==> src/rtl/l1_bus_arbiter_pkg.sv <==
// Shared types and width helpers for the L1 snooping-bus arbiter.
// Bus ownership walks IDLE -> GRANT -> HOLD -> RELEASE and back to IDLE.
package l1_bus_arbiter_pkg;

    typedef enum logic [1:0] {
        StIdle    = 2'd0,
        StGrant   = 2'd1,
        StHold    = 2'd2,
        StRelease = 2'd3
    } arb_state_e;

    // Ceiling log2; log2c(1) == 0.
    function automatic int unsigned log2c(input int unsigned v);
        int unsigned r;
        r = 0;
        while ((32'd1 << r) < v) begin
            r++;
        end
        return r;
    endfunction

    function automatic int unsigned offset_width(input int unsigned max_offset_bits);
        return log2c(max_offset_bits) + 1;
    endfunction

    function automatic int unsigned id_width(input int unsigned num_caches);
        return (num_caches > 1) ? log2c(num_caches) : 1;
    endfunction

endpackage

==> src/rtl/l1_bus_arbiter_rr_pick.sv <==
// Combinational round-robin pick: first set request bit at or after ptr_i,
// wrapping modulo N.
module l1_bus_arbiter_rr_pick #(
    parameter int unsigned N   = 4,
    parameter int unsigned IDW = 2
) (
    input  logic [N-1:0]   req_i,
    input  logic [IDW-1:0] ptr_i,
    output logic           found_o,
    output logic [IDW-1:0] idx_o
);

    always_comb begin
        int unsigned j;
        found_o = 1'b0;
        idx_o   = '0;
        j       = 0;
        for (int unsigned k = 0; k < N; k++) begin
            j = (32'(ptr_i) + k) % N;
            if (!found_o && req_i[j]) begin
                found_o = 1'b1;
                idx_o   = IDW'(j);
            end
        end
    end

endmodule

==> src/rtl/l1_bus_arbiter.sv <==
// Round-robin owner of the shared snooping bus: one L1 cache at a time, sequenced
// through grant/setup, hold and a one-cycle release, with a hold watchdog.
module l1_bus_arbiter
    import l1_bus_arbiter_pkg::*;
#(
    parameter int unsigned  NUM_CACHES      = 4,
    parameter int unsigned  MAX_OFFSET_BITS = 3,
    parameter int unsigned  MAX_HOLD        = 256,
    localparam int unsigned OFFSET_W        = offset_width(MAX_OFFSET_BITS),
    localparam int unsigned ID_BITS         = id_width(NUM_CACHES)
) (
    input  logic                           clock,
    input  logic                           reset,
    input  logic [NUM_CACHES-1:0]          bus_request,
    input  logic [NUM_CACHES*OFFSET_W-1:0] active_offset,
    output logic [NUM_CACHES-1:0]          bus_master,
    output logic                           req_ready,
    output logic [OFFSET_W-1:0]            curr_offset,
    output logic [ID_BITS-1:0]             master_id,
    output logic                           bus_busy,
    output logic                           hold_timeout
);

    localparam int unsigned HoldW = log2c(MAX_HOLD) + 1;
    localparam logic [HoldW-1:0] HoldLast = HoldW'(MAX_HOLD - 1);

    arb_state_e            state_q, state_d;
    logic [ID_BITS-1:0]    idx_q, idx_d;
    logic [ID_BITS-1:0]    ptr_q, ptr_d;
    logic [HoldW-1:0]      hold_cnt_q, hold_cnt_d;
    logic [NUM_CACHES-1:0] bus_master_q, bus_master_d;
    logic                  req_ready_q, req_ready_d;
    logic                  timeout_q, timeout_d;

    logic               pick_found;
    logic [ID_BITS-1:0] pick_idx;
    logic [OFFSET_W-1:0] offs [NUM_CACHES];

    l1_bus_arbiter_rr_pick #(
        .N   (NUM_CACHES),
        .IDW (ID_BITS)
    ) u_rr_pick (
        .req_i   (bus_request),
        .ptr_i   (ptr_q),
        .found_o (pick_found),
        .idx_o   (pick_idx)
    );

    always_comb begin
        for (int unsigned i = 0; i < NUM_CACHES; i++) begin
            offs[i] = active_offset[i*OFFSET_W +: OFFSET_W];
        end
    end

    always_comb begin
        state_d      = state_q;
        idx_d        = idx_q;
        ptr_d        = ptr_q;
        hold_cnt_d   = hold_cnt_q;
        bus_master_d = bus_master_q;
        req_ready_d  = 1'b0;
        timeout_d    = 1'b0;
        unique case (state_q)
            StIdle: begin
                bus_master_d = '0;
                hold_cnt_d   = '0;
                if (pick_found) begin
                    idx_d        = pick_idx;
                    bus_master_d = NUM_CACHES'(1) << pick_idx;
                    state_d      = StGrant;
                end
            end
            StGrant: begin
                if (bus_request[idx_q]) begin
                    req_ready_d = 1'b1;
                    state_d     = StHold;
                end else begin
                    bus_master_d = '0;
                    state_d      = StRelease;
                end
            end
            StHold: begin
                // A falling request wins over the watchdog: normal release, no pulse.
                if (!bus_request[idx_q]) begin
                    bus_master_d = '0;
                    state_d      = StRelease;
                end else if (hold_cnt_q == HoldLast) begin
                    bus_master_d = '0;
                    timeout_d    = 1'b1;
                    state_d      = StRelease;
                end else begin
                    req_ready_d = 1'b1;
                    if (hold_cnt_q != '1) begin
                        hold_cnt_d = hold_cnt_q + 1'b1;
                    end
                end
            end
            StRelease: begin
                bus_master_d = '0;
                hold_cnt_d   = '0;
                ptr_d        = (32'(idx_q) == NUM_CACHES - 1) ? '0 : idx_q + 1'b1;
                state_d      = StIdle;
            end
            default: state_d = StIdle;
        endcase
    end

    always_ff @(posedge clock) begin
        if (reset) begin
            state_q      <= StIdle;
            idx_q        <= '0;
            ptr_q        <= '0;
            hold_cnt_q   <= '0;
            bus_master_q <= '0;
            req_ready_q  <= 1'b0;
            timeout_q    <= 1'b0;
        end else begin
            state_q      <= state_d;
            idx_q        <= idx_d;
            ptr_q        <= ptr_d;
            hold_cnt_q   <= hold_cnt_d;
            bus_master_q <= bus_master_d;
            req_ready_q  <= req_ready_d;
            timeout_q    <= timeout_d;
        end
    end

    logic owned;
    assign owned = (state_q == StGrant) || (state_q == StHold);

    assign bus_master   = bus_master_q;
    assign req_ready    = req_ready_q;
    assign hold_timeout = timeout_q;
    assign bus_busy     = (state_q != StIdle);
    assign curr_offset  = owned ? offs[idx_q] : '0;
    assign master_id    = owned ? idx_q : '0;

endmodule

==> config.mk <==
export PLATFORM = sky130hd
export DESIGN_NAME = l1_bus_arbiter
export DESIGN_NICKNAME = d
export VERILOG_FILES = /design/src/rtl/l1_bus_arbiter_pkg.sv /design/src/rtl/l1_bus_arbiter_rr_pick.sv /design/src/rtl/l1_bus_arbiter.sv
export SDC_FILE = /design/constraint.sdc
export NUM_CORES = 1
export LEC_CHECK = 0
export ABC_AREA = 1
export CORE_ASPECT_RATIO = 0.5
export CORE_MARGIN = 1.5
export CORE_UTILIZATION = 49
export CTS_CLUSTER_DIAMETER = 150
export DETAILED_ROUTE_END_ITERATION = 7
export GPL_ROUTABILITY_DRIVEN = 0
export PLACE_DENSITY = 0.76
export SETUP_SLACK_MARGIN = 0.5
export SLEW_MARGIN = 20
export SYNTH_ARGS = -nofsm -noshare
export SYNTH_HDL_FRONTEND = slang
export SYNTH_SLANG_ARGS = --single-unit
==> constraint.sdc <==
create_clock -name clock -period 2.5 [get_ports clock]
set_clock_uncertainty 0.05 [all_clocks]
set_input_delay 0.5 -clock clock [delete_from_list [all_inputs] [get_ports clock]]
set_output_delay 0.5 -clock clock [all_outputs]
set_load 0.01 [all_outputs]
# Word level (Yosys, flattened, before mapping)
# Cells that the tools add are included.
[op_classes]
add_sub_neg = 5
magnitude_cmp = 6
n_eq_ne = 12
shifts = 1
n_mux = 43
bitwise_logic = 3
n_reduce_logical = 16
[op_table]
columns = ["cell", "count"]
rows = [
  ["2-to-1 mux 9 bit", 3],
  ["2-to-1 mux 2 bit", 9],
  ["case mux 9 bit (2 select lines)", 1],
  ["2-to-1 mux 4 bit", 4],
  ["case mux 4 bit (4 select lines)", 1],
  ["less-than comparator 2 x 3 -> 1 bit (second input constant)", 5],
  ["2-to-1 mux 1 bit", 14],
  ["binary-select mux 1 bit (select 2 bit)", 5],
  ["inequality test 2 bit (second input constant)", 5],
  ["adder 9 x 1 -> 9 bit (second input constant)", 1],
  ["== test 9 x 8 -> 1 bit (second input constant)", 1],
  ["2-to-1 mux 3 bit", 3],
  ["inequality test 9 bit (second input constant)", 1],
  ["case mux 2 bit (4 select lines)", 1],
  ["binary-select mux 3 bit (select 2 bit)", 1],
  ["== test 2 bit (second input constant)", 3],
  ["AND reduction 2 bit", 3],
  ["adder 2 x 1 -> 2 bit (second input constant)", 2],
  ["adder 2 bit (second input constant)", 2],
  ["AND reduction 4 bit", 1],
  ["nonzero test 2 bit", 2],
  ["left shift 1 x 2 -> 4 bit (first input constant)", 1],
  [">= comparator 3 bit (second input constant)", 1],
  ["logical AND 1 bit", 3],
  ["10 further kinds", 13],
]
[word_totals]
register_bits = 21
input_bits = 18
output_inout_bits = 12

# Longest topological paths before layout
# Gate-level depths: netlist of the first run.
[logic_depth]
depth_word = 15
depth_mapped = 13
depth_no_buf = 13

# Modules after synthesis
# Synthesis of the first run repeated with hierarchy kept, for this count alone.
[unflattened]
hier_cells = 255
hier_area_um2 = 1632.8
[by_module_without_submodules]
columns = ["mod", "n_inst", "cells_each", "area_each_um2"]
rows = [
  ["l1_bus_arbiter", 1, 196, 1313.8],
  ["l1_bus_arbiter_rr_pick", 1, 59, 319.1],
]

# Worst setup path before layout of the first run
# No wires, ideal clock.
[synth_timing]
path_kind = "register -> output"
startpoint = "register state_q[0]"
endpoint = "output port curr_offset[0]"
arrival_ps = 1275
t_required_ps = 1950
setup_slack_ps = 675
path_stages_with_launch = 6
path_buffers = 1
cell_sequence = "dfxtp_1 inv_1 ha_1 inv_1 clkbuf_1 a21oi_1"
[synth_via]
elab_chain_len = 3
[synth_lines]
columns = ["item", "line", "text"]
rows = [
  ["start: declaration", "l1_bus_arbiter.sv:27", "arb_state_e state_q, state_d;"],
  ["start signal: assignment", "l1_bus_arbiter.sv:110", "state_q <= StIdle;"],
  ["start signal: assignment", "l1_bus_arbiter.sv:118", "state_q <= state_d;"],
  ["== test 2 x 1 -> 1 bit / == test 2 bit (equally long branches)", "l1_bus_arbiter.sv:129", "assign owned = (state_q == StGrant) || (state_q == StHold);"],
  ["logical OR 1 bit (*)", "l1_bus_arbiter.sv:129", ""],
  ["2-to-1 mux 3 bit (*)", "l1_bus_arbiter.sv:135", "assign curr_offset = owned ? offs[idx_q] : '0;"],
  ["end: declaration", "l1_bus_arbiter.sv:18", "output logic [OFFSET_W-1:0] curr_offset,"],
]
# Mark *: on every way between the ends. The rest lies on a longest branch, timed or not.

# Worst setup path in the final report of the first run
# Same ends and word-level chain as after synthesis.

==> summary.md, run 1 <==
| Metric | Value |
|---|---|
| H-tree Lvls | `1` |
| Final Setup Violations | `0` |
| Ant diodes | `0` |
| Logic pwr share | `62.2%` |
| Cell Area, Synth | `1550 um^2` |
| Die Y | `42.8 um` |
| Detailed-route DRC error count | `0` |
| Layout cells sized above 1 | `21.7%` |
| Startpoint class of the critical path | `flip-flop` |
| Max Slew Vio Count | `0` |
| Die width | `82.5 um` |
| Peak supply drop | `411 uV` |
| CTS tree | `built` |
| Util after Layout | `66.6%` |
| Global route total overflow | `0` |
| Worst hold stages | `2` |
| Power Total | `1.90 mW` |
| Num ports | `30` |
| Syn_nets | `264` |
| Final hold violations | `0` |
| Worst skew pair latency | `0.26 ns` |
| Synth Flop Type | `dfxtp_1` |
| Clk root buf | `clkbuf_8` |
| Non-filler instance count after layout | `312` |
| Post-Place Cell Area | `1910 um^2` |
| Total number of vias | `1578` |
| CP arrival | `1.37 ns` |
| Power per standard cell area | `947 nW/um^2` |
| Post-synthesis average cell area | `6.51 um^2` |
| Layout area overhead | `29.5%` |
| Met3 usage | `5.38%` |
| CP Class | `reg -> out` |
| Starting Density | `51.5%` |
| Cells after Synth | `238` |
| Core ar. | `3010 um^2` |
| Psw | `0.912 mW` |
| Worst Hold Class | `reg -> reg` |
| Initial antenna violation count | `0` |
| Synth warn | `0` |
| Total track usage | `22.2%` |
| GR peak layer | `met2` |
| Min cycle time layout | `1.92 ns` |
| Status | `complete, no violations` |
| Pre-CTS WS | `0.0599 ns` |
| Total length of routed wires | `3740 um` |
| Clk pwr share | `12.0%` |
| CTS Buf Count | `3` |
| Detail Placement HPWL | `2840 um` |
| Number of DRC markers in iteration 0 | `77` |
| First-pass detailed-route iteration total | `7` |
| CP required | `1.95 ns` |
| Met1 GRT Util | `27.8%` |
| Routed Antenna Nets | `0` |
| RSZ-0062 raised after global routing | `true` |
| Vias in the first global route | `1394` |
| Core Rows | `14` |
| Die area | `3530 um^2` |
| Worst R2R End | `bus_master[0]` |
| Wirelength per Cell | `12.0 um` |
| Launch point of the worst hold path | `bus_master[3]` |
| Post-synth EDFFs | `0` |
| Hold endpoint | `bus_master[3]` |
| Critical Path End Type | `output port` |
| Drt via density | `5.06` |
| Yosys reg bits | `21` |
| Worst Max-Slew Pin Slew | `0.343 ns` |
| First-pass GRT wire length | `5990 um` |
| R2R setup slack | `0.63 ns` |
| Hold_ws | `0.417 ns` |
| Worst reg-to-reg path cell count | `10` |
| Critical Path Fanout Max | `6` |
| Async S/R FF share, synth | `0%` |
| Fmax | `522 MHz` |
| Max-cap violations | `0` |
| Cell count after placement | `308` |
| P_int | `0.989 mW` |
| Final WS setup | `0.585 ns` |
| Clk slew on worst S/H paths | `0.08 ns` |
| GRT met2 Usage | `38.5%` |
| Final instance area | `2010 um^2` |
| Port Buffers | `29` |
| Sw frac | `48.0%` |
| Bufs on Longest Clock Path | `2` |
| Sequential Power Share | `25.8%` |
| Leakage power | `0.966 nW` |
| CTS Sinks | `21` |
| Distinct cell type count after synthesis | `30` |
| Largest net degree at the start of global routing | `12` |
| Fin nets | `299` |
| Worst r2r src | `hold_cnt_q[0]` |
| Seq/Total Area, Yosys | `27.1%` |
| TNS Setup | `0 ns` |
| Final Cycle Share | `76.6%` |
| Rel. slew slack | `77.1%` |
-- power groups by stage --
| stage | sequential [mW] | combinational (mW) | clock (mW) |
|---|---|---|---|
| 2_1_floorplan | 0.481 | 0.765 | 0 |
| 3_5_place_dp | 0.489 | 1.15 | 0 |
| 3_3_place_gp | 0.486 | 1.12 | 0 |
| 5_1_grt | 0.504 | 1.31 | 0.245 |
| 6_report | 0.490 | 1.18 | 0.229 |
| 4_1_cts | 0.486 | 1.15 | 0.235 |
-- worst max-delay path by stage --
stage	startpoint	slack, ns	end
after detailed placement	active_offset[2]	0.06	curr_offset[2]
final	state_q[0]	0.58	curr_offset[0]
after global routing	hold_cnt_q[0]	0.48	bus_master[2]
after floorplan	state_q[0]	0.67	curr_offset[0]
after CTS	active_offset[0]	0.35	curr_offset[0]
after global placement	active_offset[2]	0.08	curr_offset[2]
-- per-layer routing --
metal / up-vias / share of wire, %
met2: 20 / 47
met5: - / 0
met1: 714 / 49
met3: 5 / 3.5
met4: 0 / 0.78
li1: 839 / -
-- kinds of logic after synthesis --
family	count (synthesis)	synth area share [%]
adders and majority gates	8	6.46
and+or+nand+nor	134	40.9
DFF	21	27.1
AOI/OAI and AO/OA	36	13.6
buffers and inverters	34	9.04
xor gates and xnor gates	5	2.83
-- synthesized netlist by cell type, types with 2 or more instances --
cell,count,area share [%]
nor3_1,3,0.97
o21ai_1,2,0.65
nor2_1,26,6.3
a21oi_1,20,6.5
nand2_1,59,14
ha_1,8,6.5
o21ai_0,7,2.3
inv_2,6,1.5
o21ai_2,2,1.1
nand3_1,14,4.5
clkbuf_1,3,0.73
dfxtp_1,21,27
nand3_2,5,3.2
nand2_2,14,5.6
xor2_1,3,1.7
xnor2_1,2,1.1
inv_1,22,5.3
nand4_1,9,3.6
-- worst max-delay path, stage by stage, from the launching register on --
cell and delay, ns:
dfxtp_1 0.33, inv_1 0.08, ha_4 0.31, inv_1 0.08, a21oi_1 0.14, buf_2 0.16
-- sequential cells by signal (all words and copies together), names as in the netlist --
signal / count
bus_master: 4
hold_cnt_q: 9
hold_timeout: 1
idx_q: 2
ptr_q: 2
req_ready: 1
state_q: 2
-- layout make-up --
cell class / instances / area [um^2]
clock buffer: 4 / 45.0
fill: 271 / 1010
inverter: 28 / 105
multi-input combinational: 183 / 1030
sequential: 21 / 427
tap: 40 / 50.0
timing repair buffer: 36 / 348
-- repair_timing --
item                                    4_1_cts  5_1_grt
buffers inserted                              0        0
pin swaps                                     1       13
hold buffers                                  0        0
resized for setup                            19       29
endpoints found under the setup margin        6       19
-- placed cells by master (no fill, tap or decap), drive strengths merged, types with 4 or more instances in the layout --
cell type / n
a21oi: 20
inv: 28
nand3: 19
o21ai: 11
ha: 8
dlymetal6s2s: 9
buf: 10
clkbuf: 4
dfxtp: 21
nor2: 28
nand4: 9
nand2: 74
clkdlybuf4s50: 14
Note: power is estimated with default switching activity, not from simulation.
==> run 2, diff against run 1 <==
--- a/config.mk
+++ b/config.mk
@@ -8,7 +8,7 @@
 export ABC_AREA = 1
 export CORE_ASPECT_RATIO = 0.5
 export CORE_MARGIN = 1.5
-export CORE_UTILIZATION = 49
+export CORE_UTILIZATION = 47
 export CTS_CLUSTER_DIAMETER = 150
 export DETAILED_ROUTE_END_ITERATION = 7
 export GPL_ROUTABILITY_DRIVEN = 0
==> constraint.sdc (replaced) <==
create_clock -name clock -period 1.7 [get_ports clock]
set_clock_uncertainty 0.05 [all_clocks]
set_input_delay 0.34 -clock clock [delete_from_list [all_inputs] [get_ports clock]]
set_output_delay 0.34 -clock clock [all_outputs]
set_load 0.01 [all_outputs]
==> run 2 against run 1 <==
Compared with the run above:
- the run now ends with setup timing left
- combinational power grew to 3.2 times the previous value
- utilization increased by 30 points
- sequential power is 55% higher
- worst setup slack lost 0.82 ns
- first-iteration DRC count grew to 2.7 times the previous value
- sequential share of layout area fell by 6.2 points
- critical path depth increased by 5
- critical endpoint is now state_q[1]
- largest power group unchanged
- highest routed layer unchanged
==> summary.md, run 2 (synthesis gave the netlist of run 1 again) <==
| Metric | Value |
|---|---|
| H-tree Lvls | `1` |
| Drt via density | `6.39` |
| Final hold violations | `0` |
| First-pass GRT wire length | `10100 um` |
| Total track usage | `35.5%` |
| CP arrival | `2.09 ns` |
| First-pass detailed-route iteration total | `5` |
| Bufs and invs on worst path | `1` |
| Die area | `3670 um^2` |
| CTS Buf Count | `3` |
| Max FFs per register | `9` |
| Layout cells sized above 1 | `63.7%` |
| CP top delay family | `simple AND/OR/NAND/NOR gates` |
| Number of DRC markers in iteration 0 | `205` |
| Vias in the first global route | `2140` |
| Detailed-route DRC error count | `0` |
| Worst reg-to-reg path cell count | `10` |
| CP Class | `reg -> reg` |
| Port Buffers | `29` |
| TNS Setup | `-1.53 ns` |
| Pre-CTS WS | `-0.484 ns` |
| Leakage power | `1.31 nW` |
| Critical Path Fanout Max | `5` |
| Fin nets | `355` |
| Critical Path End Type | `flip-flop` |
| Cell count after placement | `334` |
| CTS Sinks | `21` |
| CTS tree | `built` |
| Total length of routed wires | `8950 um` |
| R2R setup slack | `-0.24 ns` |
| Final Cycle Share | `114%` |
| Fill cells | `62` |
| Worst r2r src | `ptr_q[0]` |
| Worst Hold Class | `reg -> reg` |
| Detail Placement HPWL | `3120 um` |
| Crit path top cell by count | `nand2_4` |
| Slowest-stage cell, CP | `dfxtp_4` |
| RSZ-0062 raised after global routing | `true` |
| Die Y | `43.6 um` |
| Num ports | `30` |
| Largest register by flop count | `hold_cnt_q` |
| Worst skew pair latency | `0.27 ns` |
| Max-cap violations | `0` |
| Commonest non-fill, non-tap cell in the layout | `buf_4` |
| Global route total overflow | `0` |
| Worst hold stages | `2` |
| Startpoint class of the critical path | `flip-flop` |
| Clk slew on worst S/H paths | `0.09 ns` |
| Worst Max-Slew Pin Slew | `0.305 ns` |
| Non-filler instance count after layout | `368` |
| Layout area overhead | `91.1%` |
| Max Slew Vio Count | `0` |
| Ant diodes | `0` |
| Crit-path cells | `buf_6, nand2_1, nand2_2, nand2_4, nand2_4, nor2_4, nand4_1, nand2_4, o21ai_2, a21oi_2` |
| Status | `finished, violations left` |
| CP max stage delay | `0.38 ns` |
| Post-Place Cell Area | `2190 um^2` |
| Final instance area | `2960 um^2` |
| Core ar. | `3070 um^2` |
| Bufs on Longest Clock Path | `2` |
| Final WS setup | `-0.239 ns` |
| Largest net degree at the start of global routing | `13` |
| Peak supply drop | `1340 uV` |
| Area of the multi-input gates | `1480 um^2` |
| CP required | `1.85 ns` |
| Core Rows | `14` |
| Most frequent cells in the layout | `buf_4, nand2_1, buf_6, nand2_2` |
| Failing checks | `setup timing` |
| Starting Density | `50.6%` |
| Final Setup Violations | `18` |
| Worst R2R End | `state_q[1]` |
| Fmax | `516 MHz` |
| Initial antenna violation count | `0` |
| Rel. slew slack | `79.7%` |
| Flip-flop and latch area | `445 um^2` |
| Launch point of the worst hold path | `bus_master[1]` |
| Routed Antenna Nets | `0` |
| Min cycle time layout | `1.94 ns` |
| Total number of vias | `2351` |
| Hold endpoint | `bus_master[1]` |
| Die width | `84.2 um` |
| Clk root buf | `clkbuf_8` |
| Power per standard cell area | `1660 nW/um^2` |
| Wirelength per Cell | `24.3 um` |
## run 2: changes by cell type in the layout (fill, tap and decap cells not counted), moves of 8 or more
| cell | change |
|---|---|
| nor2_1 | -9 |
| buf_4 | +35 |
| a21oi_2 | +9 |
| dlymetal6s2s_1 | -8 |
| nand2_2 | +10 |
| nand2_1 | -23 |
| dfxtp_1 | -9 |
| a21oi_1 | -12 |
| inv_1 | -8 |
| nand2_4 | +13 |
| buf_6 | +26 |
## run 2: per-stage QoR
stage | hold slack [ns] | power (mW) | utilization (%)
floorplan | 0.420 | 2.13 | -
global placement | 0.399 | 2.88 | 71.5
detailed placement | 0.407 | 2.94 | 71.5
CTS | 0.415 | 3.86 | 86.9
global route | 0.451 | 5.05 | 96.7
finish | 0.425 | 4.93 | 96.7
## run 2: layout make-up
| cell class | count | area share (%) |
|---|---|---|
| clock buffer | 3 | 1.39 |
| inverter | 28 | 4.27 |
| timing repair buffer | 92 | 27.4 |
| sequential | 21 | 15.0 |
| multi-input combinational | 183 | 50.0 |
| clock inverter | 1 | 0.169 |
| tap | 40 | 1.69 |
## run 2: worst max path at each step
stage	start	endpoint	slack, ns	cells after the start
finish	ptr_q[0]	state_q[1]	-0.24	10
detailed placement	active_offset[0]	curr_offset[0]	-0.48	6
CTS	idx_q[0]	curr_offset[2]	-0.004	6
global route	ptr_q[0]	state_q[1]	-0.24	10
global placement	active_offset[2]	curr_offset[2]	-0.45	6
floorplan	hold_cnt_q[1]	bus_master[1]	0.16	10
## run 2: metal layers
layer  vias up  global-route usage (%)  part of all wire (%)
met1      1045                    41.1                    34
met5         -                       0                     0
met3       106                    8.38                    12
met4         0                    17.0                    10
met2       244                    64.2                    43
li1        956                       -                     -
## run 2: what timing repair did
item,CTS,global route
gates resized for setup,135,73
buffers inserted,19,11
hold buffers,0,0
pin swaps,50,45
endpoints found under the setup margin,32,32
endpoints found under the hold margin,0,0
## run 2: worst min-delay path, cell delays in order (launching register included)
cell and delay (ns):
dfxtp_2 0.33, nand2_1 0.05, a21oi_1 0.06
## run 2: power breakdown
part,switching [mW],total [mW],internal [mW],leakage (nW)
Sequential,0.138,0.759,0.621,0.178
Clock,0.194,0.359,0.164,0.0255
Combinational,2.18,3.81,1.64,1.11
Total,2.51,4.93,2.42,1.31
